$ cat src/rtl/prog_sequencer.sv
`default_nettype none
// ============================================================================
// Module   : prog_sequencer
// Purpose  : Start/done run controller that selects a program, loads its entry
//            PC into the core, runs it until halt or watchdog, then reports done.
// Revision : 1.0
// ============================================================================
module prog_sequencer #(
  parameter int PC_W    = 10,
  parameter int P0_BASE = 0,
  parameter int P1_BASE = 128,
  parameter int P2_BASE = 256,
  parameter int CNT_W   = 16,
  parameter int TIMEOUT = 65535
) (
  input  logic             CLK,
  input  logic             reset,
  input  logic             start,
  output logic             done,
  input  logic             core_halt,
  output logic             core_run,
  output logic             pc_load,
  output logic [PC_W-1:0]  pc_load_val,
  input  logic             sel_en,
  input  logic [1:0]       sel,
  output logic [1:0]       prog_id,
  output logic [CNT_W-1:0] cycle_count,
  output logic             timeout
);

  typedef enum logic [1:0] {
    S_IDLE = 2'd0,
    S_LOAD = 2'd1,
    S_RUN  = 2'd2,
    S_DONE = 2'd3
  } state_t;

  localparam logic [CNT_W-1:0] TIMEOUT_LAST = CNT_W'(TIMEOUT - 1);
  localparam logic [1:0]       LAST_ID      = 2'd2;
  localparam logic [1:0]       INVALID_SEL  = 2'd3;

  state_t           state_q, state_d;
  logic             start_q;
  logic             start_rise;
  logic [1:0]       prog_id_q, prog_id_d;
  logic [1:0]       next_id_q, next_id_d;
  logic [CNT_W-1:0] cycle_count_q, cycle_count_d;
  logic             timeout_q, timeout_d;
  logic [1:0]       successor_id;

  assign start_rise   = start & ~start_q;
  assign successor_id = (prog_id_q == LAST_ID) ? 2'd0 : prog_id_q + 2'd1;

  always_ff @(posedge CLK) begin
    if (reset) begin
      state_q       <= S_IDLE;
      start_q       <= 1'b0;
      prog_id_q     <= 2'd0;
      next_id_q     <= 2'd0;
      cycle_count_q <= '0;
      timeout_q     <= 1'b0;
    end else begin
      state_q       <= state_d;
      start_q       <= start;
      prog_id_q     <= prog_id_d;
      next_id_q     <= next_id_d;
      cycle_count_q <= cycle_count_d;
      timeout_q     <= timeout_d;
    end
  end

  always_comb begin
    state_d       = state_q;
    prog_id_d     = prog_id_q;
    next_id_d     = next_id_q;
    cycle_count_d = cycle_count_q;
    timeout_d     = timeout_q;
    case (state_q)
      S_IDLE, S_DONE: begin
        if (start_rise) begin
          state_d       = S_LOAD;
          prog_id_d     = (sel_en && (sel != INVALID_SEL)) ? sel : next_id_q;
          cycle_count_d = '0;
          timeout_d     = 1'b0;
        end
      end
      S_LOAD: begin
        state_d = S_RUN;
      end
      S_RUN: begin
        cycle_count_d = cycle_count_q + CNT_W'(1);
        // Halt takes priority over a watchdog expiring in the same cycle.
        if (core_halt) begin
          state_d   = S_DONE;
          next_id_d = successor_id;
        end else if (cycle_count_q == TIMEOUT_LAST) begin
          state_d   = S_DONE;
          timeout_d = 1'b1;
          next_id_d = successor_id;
        end
      end
      default: begin
        state_d = S_IDLE;
      end
    endcase
  end

  always_comb begin
    done        = (state_q == S_DONE);
    core_run    = (state_q == S_RUN);
    pc_load     = (state_q == S_LOAD);
    pc_load_val = '0;
    if (state_q == S_LOAD) begin
      case (prog_id_q)
        2'd0:    pc_load_val = PC_W'(P0_BASE);
        2'd1:    pc_load_val = PC_W'(P1_BASE);
        2'd2:    pc_load_val = PC_W'(P2_BASE);
        default: pc_load_val = '0;
      endcase
    end
  end

  assign prog_id     = prog_id_q;
  assign cycle_count = cycle_count_q;
  assign timeout     = timeout_q;

endmodule
`default_nettype wire

$ cat config.mk
export PLATFORM = sky130hd
export DESIGN_NAME = prog_sequencer
export DESIGN_NICKNAME = d
export VERILOG_FILES = /design/src/rtl/prog_sequencer.sv
export SDC_FILE = /design/constraint.sdc
export NUM_CORES = 1
export LEC_CHECK = 0
export ABC_AREA = 1
export CAP_MARGIN = 20
export CORE_AREA = 3 3 59 61
export DETAILED_ROUTE_END_ITERATION = 8
export DIE_AREA = 0 0 62 64
export PLACE_DENSITY = 0.74
export SYNTH_ARGS = -nofsm -noshare
export SYNTH_HDL_FRONTEND = slang
export SYNTH_SLANG_ARGS = --single-unit
export TNS_END_PERCENT = 50
$ cat constraint.sdc
create_clock -name CLK -period 4.1 [get_ports CLK]
set_input_delay 0.82 -clock CLK [delete_from_list [all_inputs] [get_ports CLK]]
set_output_delay 0.82 -clock CLK [all_outputs]
set_load 0.01 [all_outputs]
==> results of run 1 <==
## worst min-delay path, delay by kind of cell (launching register included)
family	cells	cell delay, ns
simple gates	1	0.08
compound gates	1	0.04
flops	1	0.36
## cell families (layout without fill, tap and decap cells)
group	count (synthesis)	in the layout	synth area share
AO/OA/AOI/OAI	35	35	0.138
adder cells (fa/ha/maj)	6	6	0.0561
buffers and inverters	38	63	0.132
flip-flops	24	24	0.359
other	1	8	0.00280
AND/OR/NAND/NOR	92	92	0.312
## metal layers
| layer | routed length [um] | vias up | part of all wire |
|---|---|---|---|
| met1 | 1340 | 546 | 0.50 |
| met2 | 1260 | 24 | 0.47 |
| met4 | 10 | 0 | 0.0037 |
| li1 | - | 672 | - |
| met5 | 0 | - | 0 |
| met3 | 85 | 2 | 0.032 |
## worst paths after layout
kind / slack (ns) / to / startpoint / cells after the start
worst min-delay path: 0.50 / next_id_q[1] / next_id_q[1] / 2
worst min register to register: 0.50 / next_id_q[1] / next_id_q[1] / 2
worst max-delay path: 1.59 / core_run / state_q[0] / 3
worst max register to register: 2.07 / cycle_count[6] / state_q[0] / 9
## state kept, by name (all words and copies together), names as in the netlist
| signal | cells |
|---|---|
| cycle_count | 16 |
| next_id_q | 2 |
| prog_id | 2 |
| start_q | 1 |
| state_q | 2 |
| timeout | 1 |
## per-stage QoR
step	cell area [um^2]	utilization	power (mW)
global route	1690	0.557	0.663
finish	1690	0.557	0.610
detailed placement	1650	0.545	0.491
CTS	1690	0.557	0.618
floorplan	1360	-	0.426
global placement	1650	0.545	0.488
## cells in the final DEF (no fill, tap or decap)
cell type                         instances
sky130_fd_sc_hd__a211oi_1                 1
sky130_fd_sc_hd__nor3_1                   4
sky130_fd_sc_hd__nand3_1                 11
sky130_fd_sc_hd__a21oi_2                  1
sky130_fd_sc_hd__nand2_2                  2
sky130_fd_sc_hd__nor2_1                  30
sky130_fd_sc_hd__ha_1                     6
sky130_fd_sc_hd__clkbuf_8                 1
sky130_fd_sc_hd__clkdlybuf4s50_1         30
sky130_fd_sc_hd__conb_1                   8
sky130_fd_sc_hd__or2_2                    3
sky130_fd_sc_hd__dfxtp_1                 24
sky130_fd_sc_hd__nand3_4                  1
sky130_fd_sc_hd__nand4_2                  1
sky130_fd_sc_hd__inv_1                   29
sky130_fd_sc_hd__o21ai_1                  2
sky130_fd_sc_hd__nor2_4                   1
sky130_fd_sc_hd__o21ai_0                  9
sky130_fd_sc_hd__a31oi_1                  1
sky130_fd_sc_hd__nand2_1                 37
sky130_fd_sc_hd__o22ai_1                  2
sky130_fd_sc_hd__clkbuf_4                 3
sky130_fd_sc_hd__nor2_2                   1
sky130_fd_sc_hd__a21oi_1                 19
sky130_fd_sc_hd__nand2_4                  1
## power breakdown
group | switching [mW] | internal [mW] | leakage (nW)
Clock | 0.0720 | 0.0543 | 0.0210
Sequential | 0.0216 | 0.255 | 0.195
Combinational | 0.118 | 0.0897 | 0.484
Total | 0.211 | 0.399 | 0.700
## cell type report
class,count,area [um^2],area share
multi-input combinational,141,707,0.419
sequential,24,480,0.285
timing repair buffer,30,300,0.178
inverter,29,109,0.0645
tap,44,55.1,0.0326
clock buffer,4,36.3,0.0215
==> impl_results.html, run 1 <==
<table>
<tr><th>Metric</th><th>Value</th></tr>
<tr><th colspan="2">Status</th></tr>
<tr><td>Run status</td><td>complete, no violations</td></tr>
<tr><th colspan="2">Logic synthesis</th></tr>
<tr><td>Yosys top cell area share</td><td>0.359</td></tr>
<tr><td>Register area share after synthesis</td><td>0.359</td></tr>
<tr><td>Post-Syn Area</td><td>0.00134 mm^2</td></tr>
<tr><td>Synthesized area per cell</td><td>about 6.8 um^2</td></tr>
<tr><td>Most common library cells after synthesis</td><td>sky130_fd_sc_hd__nand2_1, sky130_fd_sc_hd__nor2_1, sky130_fd_sc_hd__inv_1</td></tr>
<tr><td>Proportion of synthesized flip-flops having asynchronous set or reset</td><td>0</td></tr>
<tr><td>Yosys cell types</td><td>23</td></tr>
<tr><td>Number of enable flip-flop cells after synthesis</td><td>0</td></tr>
<tr><td>Post-synth top area cell</td><td>sky130_fd_sc_hd__dfxtp_1</td></tr>
<tr><td>Cell types with the largest area share after synthesis</td><td>sky130_fd_sc_hd__dfxtp_1, sky130_fd_sc_hd__nand2_1, sky130_fd_sc_hd__nor2_1</td></tr>
<tr><td>Most common cell in the netlist</td><td>sky130_fd_sc_hd__nand2_1</td></tr>
<tr><td>Number of storage elements in the synthesis netlist</td><td>24</td></tr>
<tr><td>Leading register cell type out of synthesis</td><td>sky130_fd_sc_hd__dfxtp_1</td></tr>
<tr><td>Number of warnings printed during yosys synthesis</td><td>0</td></tr>
<tr><td>Gate count of the mapped netlist</td><td>196</td></tr>
<tr><th colspan="2">Floorplanning</th></tr>
<tr><td># rows</td><td>20</td></tr>
<tr><td>Area of the core</td><td>0.00303 mm^2</td></tr>
<tr><td>Starting density of the core</td><td>0.442</td></tr>
<tr><td>Die height</td><td>64 um</td></tr>
<tr><td>Width of the chip</td><td>62 um</td></tr>
<tr><td>IO Count</td><td>39</td></tr>
<tr><td>Die outline area</td><td>0.00397 mm^2</td></tr>
<tr><th colspan="2">STA</th></tr>
<tr><td>Final count of pins violating max slew</td><td>0</td></tr>
<tr><td>Final worst-path setup slack</td><td>1.59 ns</td></tr>
<tr><td>Final worst path period need</td><td>2.51 ns</td></tr>
<tr><td>RSZ-0062 raised after global routing</td><td>false</td></tr>
<tr><td>Final worst-path cycle share</td><td>0.613</td></tr>
<tr><td>Number of setup violations in the final report</td><td>0</td></tr>
<tr><td>Setup TNS</td><td>0 ns</td></tr>
<tr><td>Maximum clock frequency</td><td>398 MHz</td></tr>
<tr><td>Hold slack</td><td>just over 0.5 ns</td></tr>
<tr><td>Tightest Pin Transition</td><td>0.547 ns</td></tr>
<tr><td>Relative slew margins</td><td>0.635</td></tr>
<tr><td>Hold Fails Final Rpt</td><td>0</td></tr>
<tr><td>Setup skew after layout</td><td>0.00104 ns</td></tr>
<tr><th colspan="2">Drt</th></tr>
<tr><td>Vias/cell</td><td>4.57</td></tr>
<tr><td>Detailed Route WL</td><td>2690 um</td></tr>
<tr><td>Routed wirelength normalized by instance count</td><td>about 9.9 um</td></tr>
<tr><td>Number of DRC violations after detailed-routing iteration 0</td><td>43</td></tr>
<tr><td>DRC violations left</td><td>0</td></tr>
<tr><td>Number of search-and-repair iterations in the first detailed-routing pass</td><td>4</td></tr>
<tr><td>Vias post-DR</td><td>1,244</td></tr>
<tr><td>Remaining antenna violation count after routing</td><td>0</td></tr>
<tr><th colspan="2">Worst setup path</th></tr>
<tr><td>Arrival time reported for the critical path endpoint</td><td>1.69 ns</td></tr>
<tr><td>Worst Path Required</td><td>3.28 ns</td></tr>
<tr><td>Top cell family by delay on the critical path</td><td>buffers and inverters</td></tr>
<tr><td>Buf+Inv Stages, Crit Path</td><td>2</td></tr>
<tr><td>Launching element type of the critical path</td><td>register</td></tr>
<tr><td>Critical path, cell by cell</td><td>inv_1, ha_1, clkdlybuf4s50_1</td></tr>
<tr><td>CP Capture Type</td><td>primary output</td></tr>
<tr><td>Critical path peak fanout</td><td>8</td></tr>
<tr><td>Setup CP Type</td><td>reg -&gt; out</td></tr>
<tr><td>Cell type of the slowest stage on the worst timing path</td><td>sky130_fd_sc_hd__clkdlybuf4s50_1</td></tr>
<tr><td>Maximum cell stage delay along the critical path</td><td>roughly 0.6 ns</td></tr>
<tr><th colspan="2">Placed design</th></tr>
<tr><td>DP Worst Slack</td><td>between 1.5 and 2 ns</td></tr>
<tr><td>RD Place Congestion</td><td>about 0.82</td></tr>
<tr><td>Total instance count after detailed placement</td><td>268</td></tr>
<tr><td>Number of buffer cells added on primary ports</td><td>30</td></tr>
<tr><td>Detail Placement HPWL</td><td>approximately 2100 um</td></tr>
<tr><th colspan="2">Power</th></tr>
<tr><td>Cell leakage power</td><td>0.700 nW</td></tr>
<tr><td>Maximum vdd drop</td><td>0.200 mV</td></tr>
<tr><td>Power density cells</td><td>362 mW/mm^2</td></tr>
<tr><th colspan="2">GRT</th></tr>
<tr><td>Largest net degree at the start of global routing</td><td>14</td></tr>
<tr><td>Global-route total usage across every layer</td><td>0.151</td></tr>
<tr><td>Top Usage Layer GRT</td><td>met2</td></tr>
<tr><td>Met1 Track Usage GR</td><td>0.205</td></tr>
<tr><td>Number of antenna violations at the first check in global routing</td><td>0</td></tr>
<tr><td>Met2 usage in global routing</td><td>0.233</td></tr>
<tr><td>Overall overflow remaining after global route</td><td>0</td></tr>
<tr><td>Met3 routing resource usage after global routing</td><td>0.0242</td></tr>
<tr><td>Wire length of the first global-routing pass</td><td>4620 um</td></tr>
<tr><td>Number of global-route vias before repair</td><td>1,108</td></tr>
<tr><th colspan="2">CTS</th></tr>
<tr><td>Clock latency on the worst-skew pair</td><td>between 0.3 and 0.4 ns</td></tr>
<tr><td>Clock tree sinks</td><td>24</td></tr>
<tr><td>CTS hold repair buffers</td><td>0</td></tr>
<tr><td>CTS buffer count</td><td>3</td></tr>
<tr><td>Clock H-tree levels</td><td>1</td></tr>
<tr><td>Post-CTS Resized</td><td>0</td></tr>
<tr><td>CTS clk-pin slew, worst paths</td><td>0.13 ns</td></tr>
<tr><td>TritonCTS clock tree</td><td>built</td></tr>
<tr><td>Worst-case clock buffer depth</td><td>2</td></tr>
<tr><td>Buffers inserted during post-CTS setup optimization</td><td>0</td></tr>
<tr><td>Root Buffer</td><td>sky130_fd_sc_hd__clkbuf_4</td></tr>
<tr><th colspan="2">Cells and area</th></tr>
<tr><td>Ratio of cells with drive above 1 in the final layout</td><td>0.0658</td></tr>
<tr><td>Layout net count</td><td>242</td></tr>
<tr><td>Synth-to-Final Area Change</td><td>26.2%</td></tr>
<tr><td>Post-route insts no fill</td><td>272</td></tr>
<tr><td>Diodes inserted</td><td>0</td></tr>
<tr><td>Fill cell instance count of the final layout</td><td>296</td></tr>
<tr><th colspan="2">Flow run</th></tr>
<tr><td>Count of maximum capacitance violations</td><td>0</td></tr>
<tr><th colspan="2">Hold path</th></tr>
<tr><td>Hold/Removal Path Class</td><td>reg -&gt; reg</td></tr>
</table>
(Power assumes the default switching activity.)
==> inputs of run 2 (changes only) <==
--- a/config.mk
+++ b/config.mk
@@ -7,10 +7,10 @@
 export LEC_CHECK = 0
 export ABC_AREA = 1
 export CAP_MARGIN = 20
-export CORE_AREA = 3 3 59 61
+export CORE_AREA = 3 3 61 63
 export DETAILED_ROUTE_END_ITERATION = 8
-export DIE_AREA = 0 0 62 64
-export PLACE_DENSITY = 0.74
+export DIE_AREA = 0 0 64 66
+export PLACE_DENSITY = 0.73
 export SYNTH_ARGS = -nofsm -noshare
 export SYNTH_HDL_FRONTEND = slang
 export SYNTH_SLANG_ARGS = --single-unit
==> constraint.sdc (replaced) <==
create_clock -name CLK -period 2.1 [get_ports CLK]
set_input_delay 0.42 -clock CLK [delete_from_list [all_inputs] [get_ports CLK]]
set_output_delay 0.42 -clock CLK [all_outputs]
set_load 0.01 [all_outputs]
==> run 2 against run 1 <==
  * Critical path depth is 1 lower
  * Worst setup slack lost 1.5 ns
  * Final cell count increased by 1.1%
  * Utilization fell by 3.7 points
  * Count of clock-buffer cells in the layout stayed put
  * Cell area up 1.3%
  * Power rose by 96%
  * Via count rose by 1.6%
  * Critical endpoint unchanged
  * Largest cell class unchanged
  * Highest routed layer unchanged
==> impl_results.html, run 2 (synthesis gave the netlist of run 1 again) <==
<table>
<tr><th>Metric</th><th>Value</th></tr>
<tr><th colspan="2">Floorplanning</th></tr>
<tr><td>Die outline area</td><td>0.00422 mm^2 (+6.5%)</td></tr>
<tr><td>Area of the core</td><td>0.00328 mm^2 (+8.5%)</td></tr>
<tr><td>IO Count</td><td>39 (unchanged)</td></tr>
<tr><td># rows</td><td>21 (+5.0%)</td></tr>
<tr><td>Width of the chip</td><td>64 um (+3.2%)</td></tr>
<tr><td>Starting density of the core</td><td>0.407 (-0.0345)</td></tr>
<tr><td>Die height</td><td>66 um (+3.1%)</td></tr>
<tr><th colspan="2">CTS</th></tr>
<tr><td>Worst-case clock buffer depth</td><td>2 (unchanged)</td></tr>
<tr><td>CTS buffer count</td><td>3 (unchanged)</td></tr>
<tr><td>Clock tree sinks</td><td>24 (unchanged)</td></tr>
<tr><td>CTS clk-pin slew, worst paths</td><td>0.12 ns (about the same)</td></tr>
<tr><td>TritonCTS clock tree</td><td>built</td></tr>
<tr><td>Buffers inserted during post-CTS setup optimization</td><td>0 (unchanged)</td></tr>
<tr><td>Clock latency on the worst-skew pair</td><td>0.31 ns (about the same)</td></tr>
<tr><td>Clock H-tree levels</td><td>1 (unchanged)</td></tr>
<tr><td>Post-CTS Resized</td><td>2 (+2)</td></tr>
<tr><td>Root Buffer</td><td>sky130_fd_sc_hd__clkbuf_4</td></tr>
<tr><td>CTS hold repair buffers</td><td>0 (unchanged)</td></tr>
<tr><th colspan="2">GRT</th></tr>
<tr><td>Largest net degree at the start of global routing</td><td>14 (unchanged)</td></tr>
<tr><td>Global-route total usage across every layer</td><td>0.140 (-0.0107)</td></tr>
<tr><td>Wire length of the first global-routing pass</td><td>4800 um (+3.9%)</td></tr>
<tr><td>Overall overflow remaining after global route</td><td>0 (unchanged)</td></tr>
<tr><td>Number of global-route vias before repair</td><td>1,164 (+5.1%)</td></tr>
<tr><td>Number of antenna violations at the first check in global routing</td><td>0 (unchanged)</td></tr>
<tr><th colspan="2">STA</th></tr>
<tr><td>Setup skew after layout</td><td>0.00303 ns (+0.00198 ns)</td></tr>
<tr><td>Final worst path period need</td><td>about 2.0 ns</td></tr>
<tr><td>Hold slack</td><td>0.492 ns (-0.0114 ns)</td></tr>
<tr><td>Hold Fails Final Rpt</td><td>0 (unchanged)</td></tr>
<tr><td>Final count of pins violating max slew</td><td>0 (unchanged)</td></tr>
<tr><td>Number of setup violations in the final report</td><td>0 (unchanged)</td></tr>
<tr><td>RSZ-0062 raised after global routing</td><td>false</td></tr>
<tr><td>Maximum clock frequency</td><td>499 MHz</td></tr>
<tr><td>Final worst-path cycle share</td><td>0.953</td></tr>
<tr><td>Setup TNS</td><td>0 ns (unchanged)</td></tr>
<tr><th colspan="2">Status</th></tr>
<tr><td>Run status</td><td>complete, no violations</td></tr>
<tr><th colspan="2">Worst setup path</th></tr>
<tr><td>Worst Path Required</td><td>1.68 ns (-1.60 ns)</td></tr>
<tr><td>Launching element type of the critical path</td><td>register</td></tr>
<tr><td>Setup CP Type</td><td>reg -&gt; out</td></tr>
<tr><td>Critical path peak fanout</td><td>8 (unchanged)</td></tr>
<tr><td>CP Capture Type</td><td>primary output</td></tr>
<tr><td>Arrival time reported for the critical path endpoint</td><td>1.58 ns (-0.11 ns)</td></tr>
<tr><th colspan="2">Drt</th></tr>
<tr><td>Routed wirelength normalized by instance count</td><td>9.88 um (about the same)</td></tr>
<tr><td>Number of search-and-repair iterations in the first detailed-routing pass</td><td>4 (unchanged)</td></tr>
<tr><td>DRC violations left</td><td>0 (unchanged)</td></tr>
<tr><td>Met2 wire length</td><td>1260 um (+0.32%)</td></tr>
<tr><td>Detailed-route wire length on metal 1</td><td>1300 um (-2.7%)</td></tr>
<tr><td>Number of DRC violations after detailed-routing iteration 0</td><td>53 (+23%)</td></tr>
<tr><td>Met3 WL</td><td>106 um (+25%)</td></tr>
<tr><td>Remaining antenna violation count after routing</td><td>0 (unchanged)</td></tr>
<tr><td>Vias post-DR</td><td>1,264 (+1.6%)</td></tr>
<tr><td>Vias/cell</td><td>4.60 (+0.50%)</td></tr>
<tr><td>Detailed Route WL</td><td>2720 um (+1.0%)</td></tr>
<tr><td>Highest metal used</td><td>met4</td></tr>
<tr><th colspan="2">Power</th></tr>
<tr><td>Maximum vdd drop</td><td>0.317 mV (+59%)</td></tr>
<tr><td>Cell leakage power</td><td>0.728 nW (+4.0%)</td></tr>
<tr><td>Power density cells</td><td>700 mW/mm^2 (+93%)</td></tr>
<tr><th colspan="2">Cells and area</th></tr>
<tr><td>Most frequent standard cell in the layout excluding fill and tap cells</td><td>sky130_fd_sc_hd__nand2_1</td></tr>
<tr><td>Fill cell instance count of the final layout</td><td>320 (+8.1%)</td></tr>
<tr><td>Commonest cells after routing, fill and taps aside</td><td>sky130_fd_sc_hd__nand2_1, sky130_fd_sc_hd__nor2_1, sky130_fd_sc_hd__inv_1</td></tr>
<tr><td>Diodes inserted</td><td>0 (unchanged)</td></tr>
<tr><td>Flip-flop count of the largest register after layout</td><td>16 (unchanged)</td></tr>
<tr><td>Synth-to-Final Area Change</td><td>27.9%</td></tr>
<tr><td>Layout net count</td><td>243 (+0.41%)</td></tr>
<tr><td>Post-route insts no fill</td><td>275 (+1.1%)</td></tr>
<tr><td>Ratio of cells with drive above 1 in the final layout</td><td>0.0786 (+0.0128)</td></tr>
<tr><th colspan="2">Placed design</th></tr>
<tr><td>RD Place Congestion</td><td>0.866 (+6.3%)</td></tr>
<tr><td>Detail Placement HPWL</td><td>2140 um (+0.29%)</td></tr>
<tr><td>Total instance count after detailed placement</td><td>271 (+1.1%)</td></tr>
<tr><td>Number of buffer cells added on primary ports</td><td>30 (unchanged)</td></tr>
<tr><th colspan="2">Flow run</th></tr>
<tr><td>Count of maximum capacitance violations</td><td>0 (unchanged)</td></tr>
<tr><th colspan="2">Hold path</th></tr>
<tr><td>Hold/Removal Path Class</td><td>reg -&gt; reg</td></tr>
</table>
## run 2: cell count changes in the layout (fill, tap and decap cells not counted), sizes merged
cell / delta
dlymetal6s2s: +1
clkdlybuf4s50: -2
dlygate4sd2: +1
buf: +1
## run 2: where the power goes
group | total (mW) | switching [mW] | internal [mW]
Sequential | 0.541 | 0.0416 | 0.499
Combinational | 0.416 | 0.236 | 0.180
Clock | 0.240 | 0.134 | 0.106
## run 2: through the flow
step / utilization / cell area, um^2 / setup WS (ns) / power (mW)
2_1_floorplan: - / 1360 / 0.484 / 0.832
4_1_cts: 0.517 / 1700 / 0.00341 / 1.20
3_5_place_dp: 0.506 / 1660 / 0.0208 / 0.960
6_report: 0.521 / 1710 / 0.0977 / 1.20
3_3_place_gp: 0.506 / 1660 / 0.0617 / 0.954
5_1_grt: 0.521 / 1710 / 0.0253 / 1.29
## run 2: metal layers
metal / track usage / vias to the layer above
met5: 0 / -
met4: 0.0566 / 0
li1: - / 678
met2: 0.237 / 32
met1: 0.182 / 548
met3: 0.0119 / 6
## run 2: area by class of cell
cell class,count,area (um^2),area share
well taps,46,57.6,0.0337
inverters,29,109,0.0636
clock buffers,4,36.3,0.0212
flip-flops and latches,24,482,0.282
repair buffers,31,309,0.181
multi-input cells,141,717,0.419
## run 2: final timing paths
kind                            cells after the start  slack [ns]             end  startpoint
worst max-delay path                                2         0.1        core_run  state_q[1]
worst min-delay path                                2        0.49         timeout     timeout
worst max register to register                      9        0.35  cycle_count[6]  state_q[0]
worst min register to register                      2        0.49         timeout     timeout
## run 2: worst max-delay path, cell delays in order (launching register included)
cell and delay, ns:
sky130_fd_sc_hd__dfxtp_1 0.40, sky130_fd_sc_hd__ha_2 0.29, sky130_fd_sc_hd__clkdlybuf4s50_1 0.57
